===== config.mk =====
export PLATFORM = sky130hd
export DESIGN_NAME = imem_boot_loader
export DESIGN_NICKNAME = d
export VERILOG_FILES = /design/src/rtl/imem_boot_loader.sv
export SDC_FILE = /design/constraint.sdc
export NUM_CORES = 1
export LEC_CHECK = 0
export CAP_MARGIN = 20
export CORE_AREA = 2 2 96 108
export DETAILED_ROUTE_END_ITERATION = 6
export DIE_AREA = 0 0 98 110
export PLACE_DENSITY = 0.65
export SKIP_CTS_REPAIR_TIMING = 1
export SLEW_MARGIN = 20
export SYNTH_ARGS = -nofsm -noshare
export SYNTH_HDL_FRONTEND = slang
export SYNTH_SLANG_ARGS = --single-unit

===== constraint.sdc =====
create_clock -name clk -period 4.6 [get_ports clk]
set_clock_uncertainty 0.15 [all_clocks]
set_input_delay 0.92 -clock clk [delete_from_list [all_inputs] [get_ports clk]]
set_output_delay 0.92 -clock clk [all_outputs]
set_load 0.02 [all_outputs]

===== src/rtl/imem_boot_loader.sv =====
// Boot loader: streams a length-prefixed program into instruction memory, then releases the CPU from reset.
// Latency: one word written every 3 cycles with in_valid held high; cpu_rst_n rises on the cycle RUN is entered.
// Backpressure: in_ready is low in IDLE, WRITE, RUN, HALTED and ERROR; the source holds its byte until taken.
module imem_boot_loader #(
  parameter logic [15:0] BASE_ADDR = 16'h0000,
  parameter int          MAX_WORDS = 1024
) (
  input  logic        clk,
  input  logic        rst_n,
  input  logic        start,
  input  logic        in_valid,
  input  logic [7:0]  in_data,
  output logic        in_ready,
  output logic        im_wr,
  output logic [15:0] im_addr,
  output logic [15:0] im_data,
  output logic        cpu_rst_n,
  input  logic        cpu_hlt,
  output logic        load_done,
  output logic        halted,
  output logic        err,
  output logic [15:0] words_loaded
);

  localparam logic [15:0] MAX_N = 16'(MAX_WORDS);

  typedef enum logic [3:0] {
    S_IDLE, S_HDR_HI, S_HDR_LO, S_W_HI, S_W_LO, S_WRITE, S_RUN, S_HALTED, S_ERROR
  } state_t;

  state_t      state;
  state_t      next_state;
  logic [7:0]  n_hi;
  logic [15:0] n_words;
  logic [15:0] hdr_n;
  logic        take;
  logic        arm;

  assign take  = in_valid && in_ready;
  assign arm   = start && (state == S_IDLE || state == S_HALTED);
  assign hdr_n = {n_hi, in_data};

  // Status outputs are pure decodes of the state; ERROR is terminal so err is sticky.
  assign im_wr     = (state == S_WRITE);
  assign load_done = (state == S_RUN) || (state == S_HALTED);
  assign halted    = (state == S_HALTED);
  assign err       = (state == S_ERROR);

  // State register.
  always_ff @(posedge clk or negedge rst_n) begin
    if (!rst_n) state <= S_IDLE;
    else        state <= next_state;
  end

  // Next-state decode and byte-accept handshake.
  always_comb begin
    next_state = state;
    in_ready   = 1'b0;
    case (state)
      S_IDLE: begin
        if (start) next_state = S_HDR_HI;
      end
      S_HDR_HI: begin
        in_ready = 1'b1;
        if (in_valid) next_state = S_HDR_LO;
      end
      S_HDR_LO: begin
        in_ready = 1'b1;
        if (in_valid) begin
          if (hdr_n == 16'd0)      next_state = S_RUN;
          else if (hdr_n > MAX_N)  next_state = S_ERROR;
          else                     next_state = S_W_HI;
        end
      end
      S_W_HI: begin
        in_ready = 1'b1;
        if (in_valid) next_state = S_W_LO;
      end
      S_W_LO: begin
        in_ready = 1'b1;
        if (in_valid) next_state = S_WRITE;
      end
      S_WRITE: begin
        next_state = (words_loaded + 16'd1 == n_words) ? S_RUN : S_W_HI;
      end
      S_RUN: begin
        if (cpu_hlt) next_state = S_HALTED;
      end
      S_HALTED: begin
        if (start) next_state = S_HDR_HI;
      end
      S_ERROR: begin
        next_state = S_ERROR;
      end
      default: begin
        next_state = S_IDLE;
      end
    endcase
  end

  // Header capture, word assembly, address/count advance and the registered CPU reset.
  always_ff @(posedge clk or negedge rst_n) begin
    if (!rst_n) begin
      n_hi         <= 8'h00;
      n_words      <= 16'h0000;
      im_addr      <= 16'h0000;
      im_data      <= 16'h0000;
      words_loaded <= 16'h0000;
      cpu_rst_n    <= 1'b0;
    end else begin
      // Registered from next_state so release and re-arm both show on the first cycle of the new state.
      cpu_rst_n <= (next_state == S_RUN) || (next_state == S_HALTED);
      if (arm) begin
        words_loaded <= 16'h0000;
        im_addr      <= BASE_ADDR;
      end
      case (state)
        S_HDR_HI: if (take) n_hi <= in_data;
        S_HDR_LO: if (take) n_words <= hdr_n;
        S_W_HI:   if (take) im_data[15:8] <= in_data;
        S_W_LO:   if (take) im_data[7:0] <= in_data;
        S_WRITE: begin
          // Address wraps naturally at 16 bits.
          im_addr      <= im_addr + 16'd2;
          words_loaded <= words_loaded + 16'd1;
        end
        default: begin
        end
      endcase
    end
  end

endmodule


# Word level (Yosys, flattened, before mapping)
# Cells that the tools add are included.
# word_totals
reg_bits	77
in_bits	13
out_inout_bits	54
wordCells	50
# classes
n_addsub	2
magnitude_cmp	1
n_eq_ne	11
mux	14
n_reduce_logical	14
# op_table
op	n
$mux W16	3
$mux W4	8
$pmux W4 S8	1
$eq A4 B3 Y1 const B	6
$add A16 B1 Y16 const B	1
$add A16 B2 Y16 const B	1
$eq A16 B16 Y1	1
$gt A16 B11 Y1 const B	1
$logic_not A16 Y1	1
$eq A4 B2 Y1 const B	2
$reduce_and A2 Y1	4
$eq A4 B1 Y1 const B	1
$eq A4 B4 Y1 const B	1
$logic_not A4 Y1	1
$reduce_or A4 Y1	1
$logic_or A1 B1 Y1	3
$mux W3	1
$logic_and A1 B1 Y1	2
$reduce_bool A2 Y1	1
$reduce_or A2 Y1	1
$mux W1	1

# Depth between registers and ports, before layout
# depth
depth_word	7
depth_mapped	8
mapped_depth_nobuf	7

# Least setup slack after synthesis
# OpenSTA, ideal clock, no wires.
# synth_timing
path_type	flip-flop to flip-flop
start	register words_loaded[0]
end	register state[0]
setup_time_ns	0.118
t_arrival_ns	2.434
required_ns	4.332
path_slack_ns	1.898
path_stages_with_launch	9
path_buffers	1
synth_period_minus_slack_ns	2.702
path_cell_list	dfrtp_1 ha_1 buf_2 nand3_1 or3_1 a221oi_1 nand4bb_1 or4_1 a21o_1
# synth_between
elab_chain_len	4
# synth_lines
element	line_no	rtl
start, declared	22	output logic [15:0] words_loaded
start signal, assigned	125	words_loaded <= words_loaded + 16'd1;
$add A16 B1 Y16	84	next_state = (words_loaded + 16'd1 == n_words) ? S_RUN : S_W_HI;
$eq A16 B16 Y1	84	
$mux W3	84	
$pmux W4 S8	59	case (state)
named net next_state[0]	32	state_t next_state;
end signal, assigned	52	else state <= next_state;
end, declared	31	state_t state;
# The timed path passes the listed nets, and every way through them passes these cells.
# A chain may end at the register's enable or synchronous reset.

# Final worst setup path
# layout_timing
start	register state[2]
end	output port im_wr
# layout_between
elab_chain_len	1
# layout_lines
element	line_no	rtl
$eq A4 B3 Y1	44	assign im_wr = (state == S_WRITE);
end, declared	14	output logic im_wr,
# No other way between the ends.

==> results.txt <==
status -> finished clean
1st-iter DRT viols -> 191
core box area -> 0.009652 mm²
clock root buffer -> clkbuf_8
Hold Vio Cnt, Final -> 0
P_int -> 1.691 mW
die height -> 110 µm
via/cell ratio -> 5.722
layout cells sized above 1 -> 15.03%
Worst Hold Class -> flop to flop
Synth Cell Area -> 0.004068 mm²
post-route non-filler standard cell count -> 579
Mapped Nets -> 411
CP Launch Type -> flop
area delta synth->final -> 22.79%
number of global-route vias before repair -> 3,232
count leader, synth -> dfrtp_1
Ports -> 67
Reg area -> 0.001902 mm²
global-route wire length before repair -> 16,040 µm
clock tree buffer depth -> 2
min cycle time layout -> 3.311 ns
ranking of synthesized cells by area -> dfrtp_1 47%, mux2_2 11%, o21ai_0 4.1%, xnor2_1 3.2%, nand3_1 3.0%
Final setup viols -> 0
Crit-path slowest cell -> clkdlybuf4s50_1
total placed cells including tap cells -> 563
Inserted Clock Buffers -> 9
WS Path Type -> flop to primary output
fill cell total of the finished layout -> 870
Max VDD drop -> 0.0003906 V
Mean Syn Cell Area -> 10.27 µm²
RePlAce Congestion -> 0.9012
Yosys reg bits -> 76
top post-synthesis cells by count -> 76 x dfrtp_1, 40 x mux2_2, 33 x o21ai_0
DR DRC count -> 0
# H-tree levels -> 3
die width -> 98 µm
largest net degree at the start of global routing -> 77
clock edge transition at the registers on the reported setup and hold paths -> 0.09 ns
initial antenna violation count -> 0
post-synthesis sequential area ratio -> 46.75%
Synth warnings -> 0
count of input and output buffers -> 65
Final HPWL DP -> 6822 µm
row count -> 38
leakage power -> 2.020 nW
area share of the largest cell type after synthesis -> 46.75%
Max-slew headroom -> 36.87%
Reg power frac -> 40.3%
period utilisation layout -> 71.97%
dominant cell type by area after synthesis -> dfrtp_1
Initial Util -> 42.14%
total congestion overflow -> 0
setup_tns -> 0 ns
Mapped Cells -> 396
Clock Sink Count -> 76
via count -> 3,313
Critical Path RT -> 3.53 ns
Synth cell types -> 60
DRT Pass-1 Iters -> 4
clock share of power -> 19.9%
pwr dens -> 539.8 mW/mm²
combinational power share -> 39.7%
TritonCTS clock tree -> built
Psw -> 1.005 mW
Wirelength per Cell -> 16.61 µm
RSZ-0062 raised after global routing -> no
Routed WL -> 9615 µm
worst skew pair latency -> 0.36 ns
delay of the slowest critical-path stage -> 0.60 ns
worst-path maximum fanout -> 33
Post-layout nets -> 469
ys async rst share -> 100.0%
full die area -> 0.01078 mm²
Pins Over Slew Limit -> 0
Tot GR Track Use -> 18.58%
crit-path cells -> nor2b_1 -> nand2_1 -> buf_4 -> clkinv_1 -> clkdlybuf4s50_1
Post-DRT Antenna Nets -> 0
Fmax -> 302.1 MHz
Slew @ Worst Pin -> 0.9470 ns
number of enable flip-flop cells after synthesis -> 0
n_diodes -> 0
Net Sw Frac -> 37.26%
crit end category -> primary output
Fin Hold WS -> 0.3497 ns
Synth Flop Type -> dfrtp_1
Worst EP arrival -> 2.24 ns
area taken by multi-input logic gates -> 0.002038 mm²
MaxCap Viol Count -> 0
==> state kept, by name (all words and copies together) (netlist names) <==
| name | count |
|---|---|
| cpu_rst_n | 1 |
| im_addr | 15 |
| im_data | 16 |
| n_hi | 8 |
| n_words | 16 |
| state | 4 |
| words_loaded | 16 |
==> layout make-up <==
cell class | count | area share [%]
Inverter | 5 | 0.3758
Clock inverter | 7 | 1.678
Timing Repair Buffer | 69 | 13.58
Tap cell | 120 | 3.006
Multi-Input combinational cell | 293 | 40.81
Clock buffer | 9 | 2.480
Sequential cell | 76 | 38.08
==> layout by cell type, fill, tap and decap left out, types with 3 or more instances in the layout <==
cell type	count
buf_4	5
nand4_1	4
and2_1	7
a22o_1	3
clkbuf_8	9
a21oi_1	7
clkdlybuf4s50_1	64
mux2i_1	4
xor2_1	6
o211ai_1	7
nor2b_1	5
and4_1	6
a31oi_1	6
o21ai_0	33
nor3_1	8
nand2_1	31
o31ai_1	9
mux2_2	40
dfrtp_1	76
nor2_1	23
nor4_1	7
nand3_1	24
inv_1	4
xnor2_1	15
and3_1	6
==> worst max-delay path: cells and delay by family, from the launching register on <==
kind	cells	cell delay (ns)
buffers and inverters	3	0.94
flip-flops	1	0.56
AND/OR/NAND/NOR	2	0.37
==> stage by stage <==
stage	cell area, µm²	worst slack [ns]	util [%]	total power, mW
6_report	4995	1.289	51.75	2.696
4_1_cts	4995	1.284	51.75	2.718
2_1_floorplan	4068	1.898	-	1.769
3_5_place_dp	4787	1.504	49.60	2.174
3_3_place_gp	4787	1.556	49.60	2.141
5_1_grt	4995	1.155	51.75	2.867
==> cells by family after synthesis <==
group | count (synthesis) | synth area share [%]
AOI/OAI and AO/OA | 84 | 13.44
xor gates and xnor gates | 21 | 4.522
adders and majority gates | 2 | 0.6151
buffers and inverters | 27 | 3.137
DFF | 76 | 46.75
muxes | 44 | 12.06
other | 1 | 0.09219
and+or+nand+nor | 141 | 19.38
==> path summary, 6_finish.rpt <==
kind	startpoint	end	slack [ns]	cells after the start
max in group asynchronous	rst_n	n_words[14]	3.14	1
setup reg to reg	words_loaded[2]	state[0]	1.72	6
hold reg to reg	im_addr[15]	im_addr[15]	0.35	1
min in group asynchronous	rst_n	im_addr[4]	0.55	1
hold / removal	im_addr[15]	im_addr[15]	0.35	1
setup / recovery	state[2]	im_wr	1.29	5
==> power by group through the flow <==
stage	Combinational (mW)	Sequential, mW	Clock [mW]
final	1.07	1.09	0.538
after global routing	1.16	1.12	0.580
after CTS	1.08	1.09	0.549
after detailed placement	1.07	1.10	0
after global placement	1.05	1.09	0
after floorplan	0.646	1.12	0
==> metal layers <==
layer  vias to the layer above  GRT usage (%)  wire, µm
met5                         -              0         0
met4                         0          7.143       199
met3                        20          3.657       459
met2                       104          30.38      4575
met1                      1610          24.63      4381
li1                       1579              -         -
Note: power is estimated with default switching activity, not from simulation.
